`config.mk`:
```
export PLATFORM = sky130hd
export DESIGN_NAME = dmem_port_arbiter
export DESIGN_NICKNAME = d
export VERILOG_FILES = /design/src/rtl/dmem_port_arbiter.sv
export SDC_FILE = /design/constraint.sdc
export NUM_CORES = 1
export LEC_CHECK = 0
export ABC_AREA = 0
export CORE_AREA = 2 2 198 200
export CTS_CLUSTER_DIAMETER = 40
export DETAILED_ROUTE_END_ITERATION = 12
export DIE_AREA = 0 0 200 202
export PLACE_DENSITY = 0.46
export SLEW_MARGIN = 20
export SYNTH_ARGS = -nofsm -noshare
export SYNTH_HDL_FRONTEND = slang
export SYNTH_SLANG_ARGS = --single-unit
```
`constraint.sdc`:
```
create_clock -name clk -period 3.15 [get_ports clk]
set_input_delay 0.63 -clock clk [delete_from_list [all_inputs] [get_ports clk]]
set_output_delay 0.63 -clock clk [all_outputs]
set_load 0.02 [all_outputs]
```
`src/rtl/dmem_port_arbiter.sv`:
```
// -----------------------------------------------------------------------------
// dmem_port_arbiter
//   Shares the single data-memory port between the pipeline memory stage
//   (core, c_*) and the program/data loader (l_*). At most one requester is
//   granted per cycle. The winning access is registered onto the memory port,
//   and in-flight reads are tracked so the returned data reaches its owner.
//
// Ports
//   clk, rstn           clock, synchronous active-low reset
//   c_req/l_req         access request
//   c_addr/l_addr       byte address (32b)
//   c_dina/l_dina       write data (64b)
//   c_wea/l_wea         byte write enables, 0 = read (8b)
//   c_gnt/l_gnt         request accepted this cycle (combinational)
//   c_stall             core request refused this cycle
//   c_rvalid/l_rvalid   read data valid for that requester
//   c_rdata/l_rdata     read data (m_doutb passed through)
//   m_en/m_addr/m_dina/m_wea   registered memory-port access
//   m_doutb             memory read data, RD_LAT cycles after a read's m_en
// -----------------------------------------------------------------------------
module dmem_port_arbiter #(
   parameter int RD_LAT    = 3,
   parameter int PRIO_MODE = 0,
   parameter int MAX_WAIT  = 15
) (
   input  logic        clk,
   input  logic        rstn,
   input  logic        c_req,
   input  logic [31:0] c_addr,
   input  logic [63:0] c_dina,
   input  logic [7:0]  c_wea,
   output logic        c_gnt,
   output logic        c_stall,
   output logic        c_rvalid,
   output logic [63:0] c_rdata,
   input  logic        l_req,
   input  logic [31:0] l_addr,
   input  logic [63:0] l_dina,
   input  logic [7:0]  l_wea,
   output logic        l_gnt,
   output logic        l_rvalid,
   output logic [63:0] l_rdata,
   output logic        m_en,
   output logic [31:0] m_addr,
   output logic [63:0] m_dina,
   output logic [7:0]  m_wea,
   input  logic [63:0] m_doutb
);

   localparam logic       OWN_CORE   = 1'b0;
   localparam logic       OWN_LDR    = 1'b1;
   localparam logic [7:0] MAX_WAIT_C = 8'(MAX_WAIT);

   logic            last_gnt_q, last_gnt_d;
   logic [7:0]      wait_cnt_q, wait_cnt_d;
   logic            m_en_q,     m_en_d;
   logic [31:0]     m_addr_q,   m_addr_d;
   logic [63:0]     m_dina_q,   m_dina_d;
   logic [7:0]      m_wea_q,    m_wea_d;
   // Read-tag pipeline: stage k is live k+1 cycles after acceptance, so the
   // last stage lines up with m_doutb (RD_LAT cycles after m_en).
   logic [RD_LAT:0] tag_v_q,    tag_v_d;
   logic [RD_LAT:0] tag_o_q,    tag_o_d;

   logic            core_pref;
   logic            core_sel;
   logic            accept;
   logic            win_own;
   logic [31:0]     win_addr;
   logic [63:0]     win_dina;
   logic [7:0]      win_wea;

   // Tie-break: who wins when both request.
   always_comb begin
      core_pref = 1'b0;
      if (PRIO_MODE == 0) begin
         core_pref = (last_gnt_q == OWN_LDR);
      end else begin
         core_pref = (wait_cnt_q != MAX_WAIT_C);
      end
   end

   assign core_sel = c_req & (~l_req | core_pref);
   // Grants are gated by rstn so nothing is accepted while reset is held.
   assign c_gnt    = rstn & core_sel;
   assign l_gnt    = rstn & l_req & ~core_sel;
   assign c_stall  = rstn & c_req & ~c_gnt;
   assign accept   = c_gnt | l_gnt;
   assign win_own  = l_gnt ? OWN_LDR : OWN_CORE;
   assign win_addr = c_gnt ? c_addr : l_addr;
   assign win_dina = c_gnt ? c_dina : l_dina;
   assign win_wea  = c_gnt ? c_wea  : l_wea;

   always_comb begin
      last_gnt_d = last_gnt_q;
      if (accept) begin
         last_gnt_d = win_own;
      end

      // Starvation counter: counts refused loader cycles, saturating.
      wait_cnt_d = wait_cnt_q;
      if (!l_req || l_gnt) begin
         wait_cnt_d = 8'd0;
      end else if (wait_cnt_q < MAX_WAIT_C) begin
         wait_cnt_d = wait_cnt_q + 8'd1;
      end

      m_en_d   = accept;
      m_wea_d  = accept ? win_wea  : 8'h00;
      m_addr_d = accept ? win_addr : m_addr_q;
      m_dina_d = accept ? win_dina : m_dina_q;

      tag_v_d  = {tag_v_q[RD_LAT-1:0], accept & (win_wea == 8'h00)};
      tag_o_d  = {tag_o_q[RD_LAT-1:0], win_own};
   end

   always_ff @(posedge clk) begin
      if (!rstn) begin
         last_gnt_q <= OWN_LDR;
         wait_cnt_q <= 8'd0;
         m_en_q     <= 1'b0;
         m_addr_q   <= 32'd0;
         m_dina_q   <= 64'd0;
         m_wea_q    <= 8'h00;
         tag_v_q    <= '0;
         tag_o_q    <= '0;
      end else begin
         last_gnt_q <= last_gnt_d;
         wait_cnt_q <= wait_cnt_d;
         m_en_q     <= m_en_d;
         m_addr_q   <= m_addr_d;
         m_dina_q   <= m_dina_d;
         m_wea_q    <= m_wea_d;
         tag_v_q    <= tag_v_d;
         tag_o_q    <= tag_o_d;
      end
   end

   assign m_en     = m_en_q;
   assign m_addr   = m_addr_q;
   assign m_dina   = m_dina_q;
   assign m_wea    = m_wea_q;

   assign c_rvalid = tag_v_q[RD_LAT] & (tag_o_q[RD_LAT] == OWN_CORE);
   assign l_rvalid = tag_v_q[RD_LAT] & (tag_o_q[RD_LAT] == OWN_LDR);
   assign c_rdata  = m_doutb;
   assign l_rdata  = m_doutb;

endmodule

```
==> results_dict.tcl, run 1 <==
set metrics [dict create \
    synth-seq-cells 114 \
    status "complete, no violations" \
    std_cell_rows 72 \
    port_buffers 321 \
    synth_edf_count 0 \
    grtUsageTotal_pct 12.55 \
    startpoint "l_req" \
    gp_congestion 0.7116 \
    dp_hpwl_um 18170 \
    start_kind "input port" \
    path_cells "clkdlybuf4s50_1, nor2b_1, buf_4, nor2_8, nor2_1, clkdlybuf4s50_1" \
    yosysMostFrequentCell "nand2_1" \
    yosysWarnings 0 \
    syn_inst 747 \
    cts_root_buf "clkbuf_16" \
    wire_per_inst_um 17.91 \
    crit_path_end_kind "output pin" \
    synth_fp_nets 1023 \
    initial_core_util_pct 17.50 \
    slew_viol_final 0 \
    cts_sinks 114 \
    p_leak_uw 0.003487 \
    core_area_um2 38290 \
    die-width_um 200 \
    synth_top_cell_by_area "dfxtp_1" \
    netlist_top_cells_count "nand2_1 (193), buf_4 (133), dfxtp_1 (114)" \
    drc 0 \
    yosysUniqueCellTypes 23 \
    finalSetupViolations 0 \
    postCtsHoldBufs 0 \
    setup_slack_ns 0.2604 \
    cp_max_fo 9 \
    clkLatencyLatePin_ns 0.43 \
    ir_drop_mv 0.3483 \
    post-place-ws_ns 0.2361 \
    drtIter0Drc 188 \
    grt-ovfl-total 0 \
    rrSetupSlack_ns 1.50 \
    design_area_um2 10060 \
    cpMaxStageDelayCell "clkdlybuf4s50_1" \
    cp_common_cell "clkdlybuf4s50_1" \
    nets 1184 \
    tightest_slew_ns 0.7234 \
    cp_data_arrival_time_ns 2.26 \
    cts.path.max_buffers 2 \
    skew_ns 0.007341 \
    slowest_delay_ns 0.63 \
    hold_path_class "reg -> reg" \
    drv_cap 0 \
    critPathKind "in -> out" \
    cts_setup_buffers 0 \
    totalWireLength_um 25770 \
    drtAntennaViolNets 0 \
    async_flop_share_pct 0 \
    place_area_um2 9454 \
    antenna_cells 0 \
    timing.reg2reg.worst_path_depth 5 \
    grt_pass1_wl_um 37930 \
    grt_max_degree 65 \
    die_h_um 202 \
    ioPinCount 514 \
    grt_pass1_vias 6249 \
    fin_tns_setup_ns 0 \
    fin_crit_sh_pct 91.73 \
    die-area_um2 40400 \
    viasPerCell 4.145 \
    syn_avg_cell_area_um2 8.969 \
    report.final.hold_viol_count 0 \
    htree_levels 4 \
    syn-cell-area_um2 6700 \
    cts_buffers 17 \
    synth_top_area_share_pct 34.06 \
    rsz0062_at_grt "false" \
    powerDensity_nw_per_um2 480.0 \
    timing.rr.start "core_pref$_SDFFE_PN1P_" \
    dr_total_vias 5964 \
    area_delta_synth_final_pct 50.10 \
    reg2reg_to "m_dina[19]$_SDFFE_PN0P_" \
    min_period_ns 2.890 \
    cts_tree "yes" \
    ys_seq_area_share_pct 34.06 \
    ys_top_cells_by_area "dfxtp_1 (34%), o311ai_2 (23%), buf_4 (15%), nand2_1 (11%), nand3_1 (7.8%)" \
    worstSetupEndpoint "l_gnt" \
    path_clk_slew_ns 0.06 \
    yosys_most_used_dff "dfxtp_1" \
    drive_above_1_share_pct 16.40 \
    ctsResizeCount 0 \
    antenna_found_initial 0 \
    fmax_ghz 0.3461 \
    slew_headroom_pct 51.77 \
    dr.pass1.iters 4 \
    required_ns 2.52 \
]
==> how the worst min path moves through the flow <==
| stage | startpoint | end | slack (ns) | cells past startpoint |
|---|---|---|---|---|
| after floorplan | tag_o_q[0]$_SDFF_PN0_ | tag_o_q[1]$_SDFF_PN0_ | 0.41 | 1 |
| after global placement | tag_v_q[0]$_SDFF_PN0_ | tag_v_q[1]$_SDFF_PN0_ | 0.41 | 1 |
| after detailed placement | tag_o_q[0]$_SDFF_PN0_ | tag_o_q[1]$_SDFF_PN0_ | 0.42 | 1 |
| after CTS | tag_v_q[0]$_SDFF_PN0_ | tag_v_q[1]$_SDFF_PN0_ | 0.44 | 1 |
| after global routing | tag_o_q[1]$_SDFF_PN0_ | tag_o_q[2]$_SDFF_PN0_ | 0.44 | 1 |
| final | tag_v_q[0]$_SDFF_PN0_ | tag_v_q[1]$_SDFF_PN0_ | 0.43 | 1 |
==> where the power goes <==
group / switching, uW / total, uW / internal (uW)
sequential: 65.2 / 1640 / 1570
clock: 776 / 2040 / 1260
combinational: 541 / 1150 / 610
total: 1380 / 4830 / 3450
==> layout by cell type, fill, tap and decap left out, types with 2 or more instances in the layout <==
| master | synthesis | layout |
|---|---|---|
| o311ai_2 | 96 | 96 |
| a21oi_1 | 8 | 8 |
| clkdlybuf4s50_1 | 0 | 320 |
| nor4_1 | 4 | 4 |
| clkbuf_16 | 0 | 17 |
| and2_1 | 8 | 7 |
| buf_4 | 133 | 11 |
| nor2b_1 | 2 | 2 |
| clkinv_2 | 0 | 3 |
| buf_12 | 0 | 7 |
| dfxtp_1 | 114 | 114 |
| nor2_1 | 2 | 2 |
| bufinv_16 | 0 | 3 |
| clkinvlp_4 | 0 | 5 |
| o21ai_0 | 9 | 9 |
| nand2_1 | 193 | 193 |
| nand3_1 | 105 | 105 |
==> critical path: cells and delay by family <==
| kind | cells | cell delay (ns) |
|---|---|---|
| buffers and inverters | 3 | 1.30 |
| AND/OR/NAND/NOR | 3 | 0.34 |
==> through the flow <==
| step | hold WS [ns] | total power [uW] | cells | util [%] |
|---|---|---|---|---|
| finish | 0.4300 | 4828 | 1439 | 26.27 |
| global route | 0.4394 | 5064 | 1439 | 26.27 |
| CTS | 0.4359 | 4949 | 1439 | 26.27 |
| detailed placement | 0.4189 | 2835 | 1407 | 24.69 |
| global placement | 0.4147 | 2833 | 1407 | 24.69 |
| floorplan | 0.4119 | 2428 | 747 | - |
==> metal layers <==
metal | share of wire, % | global-route usage [%] | wire length (um) | vias up
li1 | - | - | - | 2812
met1 | 39 | 13.62 | 10030 | 2781
met2 | 47 | 20.76 | 12060 | 311
met3 | 11 | 6.140 | 2961 | 60
met4 | 2.8 | 5.132 | 725 | 0
met5 | 0 | 0 | 0 | -
==> registers in the layout, indices dropped and copies added, names as in the netlist <==
name and flops:
tag_v_q 4, m_en 1, core_pref 1, m_addr 32
tag_o_q 4, m_wea 8, m_dina 64
==> cell type report <==
| cell class | instances | area [um^2] |
|---|---|---|
| fillers | 4154 | 28230 |
| clock buffers | 19 | 442.9 |
| repair buffers | 338 | 3426 |
| flip-flops and latches | 114 | 2282 |
| multi-input cells | 436 | 3094 |
| clock inverters | 13 | 160.2 |
| well taps | 518 | 648.1 |
| inverters | 1 | 3.754 |
==> logic make-up after synthesis <==
kind of cell	Yosys count	synth area share [%]
AO/OA/AOI/OAI	114	24.69
buffers and inverters	197	19.98
AND/OR/NAND/NOR	322	21.27
flip-flops	114	34.06
No activity file was read; power rests on OpenSTA's default activity.
==> run 2, diff against run 1 <==
--- a/config.mk
+++ b/config.mk
@@ -5,12 +5,12 @@
 export SDC_FILE = /design/constraint.sdc
 export NUM_CORES = 1
 export LEC_CHECK = 0
-export ABC_AREA = 0
-export CORE_AREA = 2 2 198 200
+export ABC_AREA = 1
+export CORE_AREA = 2 2 201 203
 export CTS_CLUSTER_DIAMETER = 40
 export DETAILED_ROUTE_END_ITERATION = 12
-export DIE_AREA = 0 0 200 202
-export PLACE_DENSITY = 0.46
+export DIE_AREA = 0 0 203 205
+export PLACE_DENSITY = 0.43
 export SLEW_MARGIN = 20
 export SYNTH_ARGS = -nofsm -noshare
 export SYNTH_HDL_FRONTEND = slang
==> run 2 against run 1 <==
Sequential share of layout area up 1.2 points. Critical path depth unchanged. Sequential cell count stayed put. Via count down 2.9%. Core utilization fell by 2.0 points. First-iteration DRC count up 31%. Critical path type unchanged. Wire length rose by 3.1%.
==> results_dict.tcl, run 2 <==
set metrics [dict create \
    grt_pass1_wl_um 37580 \
    port_buffers 321 \
    synth_top_cell_by_area "dfxtp_1" \
    critPathKind "in -> out" \
    async_flop_share_pct 0 \
    final_common_cell "clkdlybuf4s50_1" \
    final_cell_mix "clkdlybuf4s50_1 (320), nand2_1 (213), dfxtp_1 (114)" \
    ys_top_cells_by_area "dfxtp_1 (37%), buf_4 (16%), nand2_1 (13%), o211ai_1 (12%), nand3_1 (8.4%)" \
    powerDensity_nw_per_um2 526.8 \
    ys_seq_area_share_pct 37.31 \
    min_period_ns 2.806 \
    fin_crit_sh_pct 89.07 \
    die_h_um 205 \
    drive_above_1_share_pct 4.995 \
    clkLatencyLatePin_ns 0.43 \
    slew_viol_final 0 \
    antenna_found_initial 0 \
    cts_tree "yes" \
    placed_cells 1514 \
    netlist_top_cells_count "nand2_1 (213), buf_4 (131), dfxtp_1 (114)" \
    fmax_ghz 0.3564 \
    yosys_most_used_dff "dfxtp_1" \
    antenna_cells 0 \
    synth_top_area_share_pct 37.31 \
    grt_pass1_vias 5730 \
    cts_sinks 114 \
    largest_register_ffs 64 \
    drc 0 \
    tightest_slew_ns 0.8191 \
    die-area_um2 41620 \
    cp_max_fo 6 \
    rsz0062_at_grt "false" \
    grt_max_degree 108 \
    syn_avg_cell_area_um2 7.256 \
    ir_drop_mv 0.3502 \
    cts.path.max_buffers 2 \
    dp_hpwl_um 20020 \
    dr_total_vias 5792 \
    setup_slack_ns 0.3443 \
    cp_data_arrival_time_ns 2.18 \
    synth_edf_count 0 \
    area_delta_synth_final_pct 55.96 \
    drtAntennaViolNets 0 \
    initial_core_util_pct 15.54 \
    drtIter0Drc 246 \
    nets 1284 \
    crit_path_end_kind "output pin" \
    synth_fp_nets 1119 \
    cts_setup_buffers 0 \
    slew_headroom_pct 45.40 \
    post-route-util_pct 24.23 \
    synth-seq-cells 114 \
    status "complete, no violations" \
    p_leak_uw 0.004227 \
    hold_path_class "reg -> reg" \
    instances_no_fill 1546 \
    die-width_um 203 \
    yosysWarnings 0 \
    report.final.hold_viol_count 0 \
    totalWireLength_um 26570 \
    required_ns 2.52 \
    htree_levels 4 \
    start_kind "input port" \
    grt-ovfl-total 0 \
    cts_buffers 17 \
    yosysMostFrequentCell "nand2_1" \
    dr.pass1.iters 4 \
    finalPower_uw 5025 \
    fin_tns_setup_ns 0 \
    syn_inst 843 \
    ioPinCount 514 \
    wire_per_inst_um 17.19 \
    gp_congestion 0.8322 \
    skew_ns 0.006924 \
    path_clk_slew_ns 0.05 \
    yosysUniqueCellTypes 17 \
    finalSetupViolations 0 \
    syn-cell-area_um2 6117 \
    ctsResizeCount 0 \
    viasPerCell 3.746 \
    post-place-ws_ns 0.3470 \
    grtUsageTotal_pct 12.34 \
    drv_cap 0 \
    postCtsHoldBufs 0 \
    cts_root_buf "clkbuf_16" \
    core_area_um2 39370 \
    std_cell_rows 73 \
]
## run 2: kinds of logic after synthesis
| family | count (synthesis) | synth area share, % |
|---|---|---|
| compound gates | 107 | 12.72 |
| simple gates | 329 | 22.62 |
| flops | 114 | 37.31 |
| buf+inv | 293 | 27.35 |
## run 2: worst paths after layout
kind,start,end,slack (ns),cells after the start
max,c_req,c_gnt,0.34,6
min,tag_o_q[1]$_SDFF_PN0_,tag_o_q[2]$_SDFF_PN0_,0.41,2
max reg2reg,core_pref$_SDFFE_PN1P_,m_dina[59]$_SDFFE_PN0P_,1.47,8
min reg2reg,tag_o_q[1]$_SDFF_PN0_,tag_o_q[2]$_SDFF_PN0_,0.41,2
## run 2: worst max-delay path: stages
cell and delay, ns:
clkdlybuf4s50_1 0.57, nand2_4 0.11, inv_4 0.10, nand2_4 0.09, inv_4 0.08, clkdlybuf4s50_1 0.59
## run 2: routing by layer
layer / GRT usage (%) / share of wire, % / vias up
met5: 0 / 0 / -
met4: 3.936 / 1.7 / 0
met3: 7.111 / 12 / 30
met2: 21.84 / 50 / 355
met1: 12.12 / 36 / 2504
li1: - / - / 2903
## run 2: power by group
group          internal [uW]  leakage [uW]  total (uW)  switching [uW]
registers               1560      0.000945        1630            63.2
logic                    558       0.00294        1090             528
clock network           1600      0.000341        2310             713
## run 2: metrics by stage
step	hold slack, ns	cell area (um^2)
after global routing	0.4329	9540
after CTS	0.4089	9540
after floorplan	0.3905	6117
after global placement	0.3953	8850
after detailed placement	0.3954	8850
final	0.4073	9540
## run 2: final cells by class
| cell class | instances | area (um^2) |
|---|---|---|
| fill | 4327 | 29830 |
| timing repair buffer | 328 | 3313 |
| sequential | 114 | 2282 |
| multi-input combinational | 436 | 2176 |
| tap | 525 | 656.9 |
| clock buffer | 21 | 460.4 |
| inverter | 111 | 421.7 |
| clock inverter | 11 | 230.2 |
==> run 3, diff against run 2 <==
--- a/config.mk
+++ b/config.mk
@@ -7,7 +7,6 @@
 export LEC_CHECK = 0
 export ABC_AREA = 1
 export CORE_AREA = 2 2 201 203
-export CTS_CLUSTER_DIAMETER = 40
 export DETAILED_ROUTE_END_ITERATION = 12
 export DIE_AREA = 0 0 203 205
 export PLACE_DENSITY = 0.43
==> results of run 3 <==
Final layout, timing and power as in run 2 (identical DEF).
==> RTL change: new RTL, flow settings as in run 1 <==
`m_dina_q` no longer has a reset.
--- a/src/rtl/dmem_port_arbiter.sv
+++ b/src/rtl/dmem_port_arbiter.sv
@@ -120,7 +120,6 @@
          wait_cnt_q <= 8'd0;
          m_en_q     <= 1'b0;
          m_addr_q   <= 32'd0;
-         m_dina_q   <= 64'd0;
          m_wea_q    <= 8'h00;
          tag_v_q    <= '0;
          tag_o_q    <= '0;
@@ -129,11 +128,14 @@
          wait_cnt_q <= wait_cnt_d;
          m_en_q     <= m_en_d;
          m_addr_q   <= m_addr_d;
-         m_dina_q   <= m_dina_d;
          m_wea_q    <= m_wea_d;
          tag_v_q    <= tag_v_d;
          tag_o_q    <= tag_o_d;
       end
+   end
+
+   always_ff @(posedge clk) begin
+      m_dina_q <= m_dina_d;
    end
 
    assign m_en     = m_en_q;
Behaviour: differs if rstn is asserted again (counterexample within 4 cycles, from zero or initial values and one cycle with rstn low); with rstn held inactive, the same outputs for 10 cycles.
==> RTL change against run 1 <==
Sequential share of layout area up 8.7 points. Wire length is 8.8% lower. Sequential power up 5%. Count of clock-buffer cells in the layout shrank 1. Register-to-register slack lost 0.25 ns. Fmax shrank 3.3%. Total power shrank 4.3%. Cell area down 7.5%. Area after synthesis fell by 13%. Core utilization fell by 2.0 points. Setup slack got worse by 0.099 ns. Sequential cell count is the same.
==> RTL change: results (changes against run 1) <==
* Outcome: complete, no violations (unchanged)
* Seq/Total Area, Yosys at 0.502 (was 0.341)
* FF+latch count at 114 (unchanged)
* Syn Nets at 797 (was 1023)
* Via-to-Cell Ratio at 3.65 (was 4.14)
* DRT iter0 DRCs at 157 (was 188)
* FILL cells at 4110 (was 4154)
* Vias in the first global route at 4694 (was 6249)
* Reg-to-Reg End: m_dina[57]$_DFFE_PP_ (was m_dina[19]$_SDFFE_PN0P_)
* Slowest stage delay, CP at 0.68 ns (was 0.63 ns)
* Inverters excl. clock at 2 (was 1)
* Clock-cell share at 0.0636 (was 0.0600)
* Sequential cell area share at 0.314 (was 0.227)
* GRT Overall Usage at 0.111 (was 0.126)
* Crit Path Max Fanout at 7 (was 9)
* Multi-input logic area at 1780 um^2 (was 3090 um^2)
* R2R setup slack at 1.25 ns (was 1.50 ns)
* P_leak at 3.18 nW (was 3.49 nW)
* Slew headroom at 0.503 (was 0.518)
* Synth cell count leaders: buf_4, nand2_1, edfxtp_1, mux2_2, dfxtp_1 (was nand2_1, buf_4, dfxtp_1, nand3_1, o311ai_2)
* Crit path DAT at 2.36 ns (was 2.26 ns)
* CP startpoint: c_req (was l_req)
* Final Wtd Congestion at 0.765 (was 0.712)
* Initial antenna violation count at 1 (was 0)
* Hold slack at 0.433 ns (was 0.430 ns)
* Post-synth top flop: edfxtp_1 (was dfxtp_1)
* Multi-input combinational cell count at 244 (was 436)
* R2R depth at 4 (was 5)
* Dominant cells by area after synthesis: edfxtp_1, buf_4, dfxtp_1 (was dfxtp_1, o311ai_2, buf_4)
* First-pass GRT wire length at 31.7 mm (was 37.9 mm)
* Ant diodes at 1 (was 0)
RTL change: how the worst max path moves through the flow:
stage | endpoint
final | c_gnt
after global routing | c_gnt
after CTS | c_gnt
after detailed placement | c_gnt
after global placement | c_gnt
after floorplan | m_dina[0]$_DFFE_PP_
RTL change: metal layers:
| layer | vias up | wire [um] | part of all wire | GRT usage |
|---|---|---|---|---|
| met5 | - | 11 | 0.00047 | 0 |
| met1 | 2089 | 8250 | 0.35 | 0.108 |
| li1 | 2112 | - | - | - |
| met3 | 70 | 2240 | 0.095 | 0.0417 |
| met2 | 272 | 12200 | 0.52 | 0.204 |
| met4 | 2 | 838 | 0.036 | 0.0558 |
RTL change: worst max-delay path: cells and delay by family:
kind	cells	cell delay [ns]
buf+inv	2	1.33
simple gates	2	0.40
RTL change: cells by family after synthesis:
family / after synthesis / share of synthesized area
flops: 114 / 0.502
buf+inv: 163 / 0.196
compound gates: 51 / 0.0739
mux: 64 / 0.124
simple gates: 129 / 0.105
RTL change: per-stage QoR:
| step | cells | cell area (um^2) | utilization | worst slack (ns) |
|---|---|---|---|---|
| global placement | 1213 | 8710 | 0.227 | 0.169 |
| global route | 1245 | 9300 | 0.243 | 0.0756 |
| floorplan | 521 | 5830 | - | 0.339 |
| CTS | 1245 | 9300 | 0.243 | 0.130 |
| finish | 1246 | 9300 | 0.243 | 0.161 |
| detailed placement | 1213 | 8710 | 0.227 | 0.146 |
RTL change: power by group:
| part | internal, mW | total, mW | switching (mW) |
|---|---|---|---|
| Combinational | 0.510 | 0.891 | 0.381 |
| Sequential | 1.69 | 1.73 | 0.0373 |
| Clock | 1.24 | 2.00 | 0.762 |
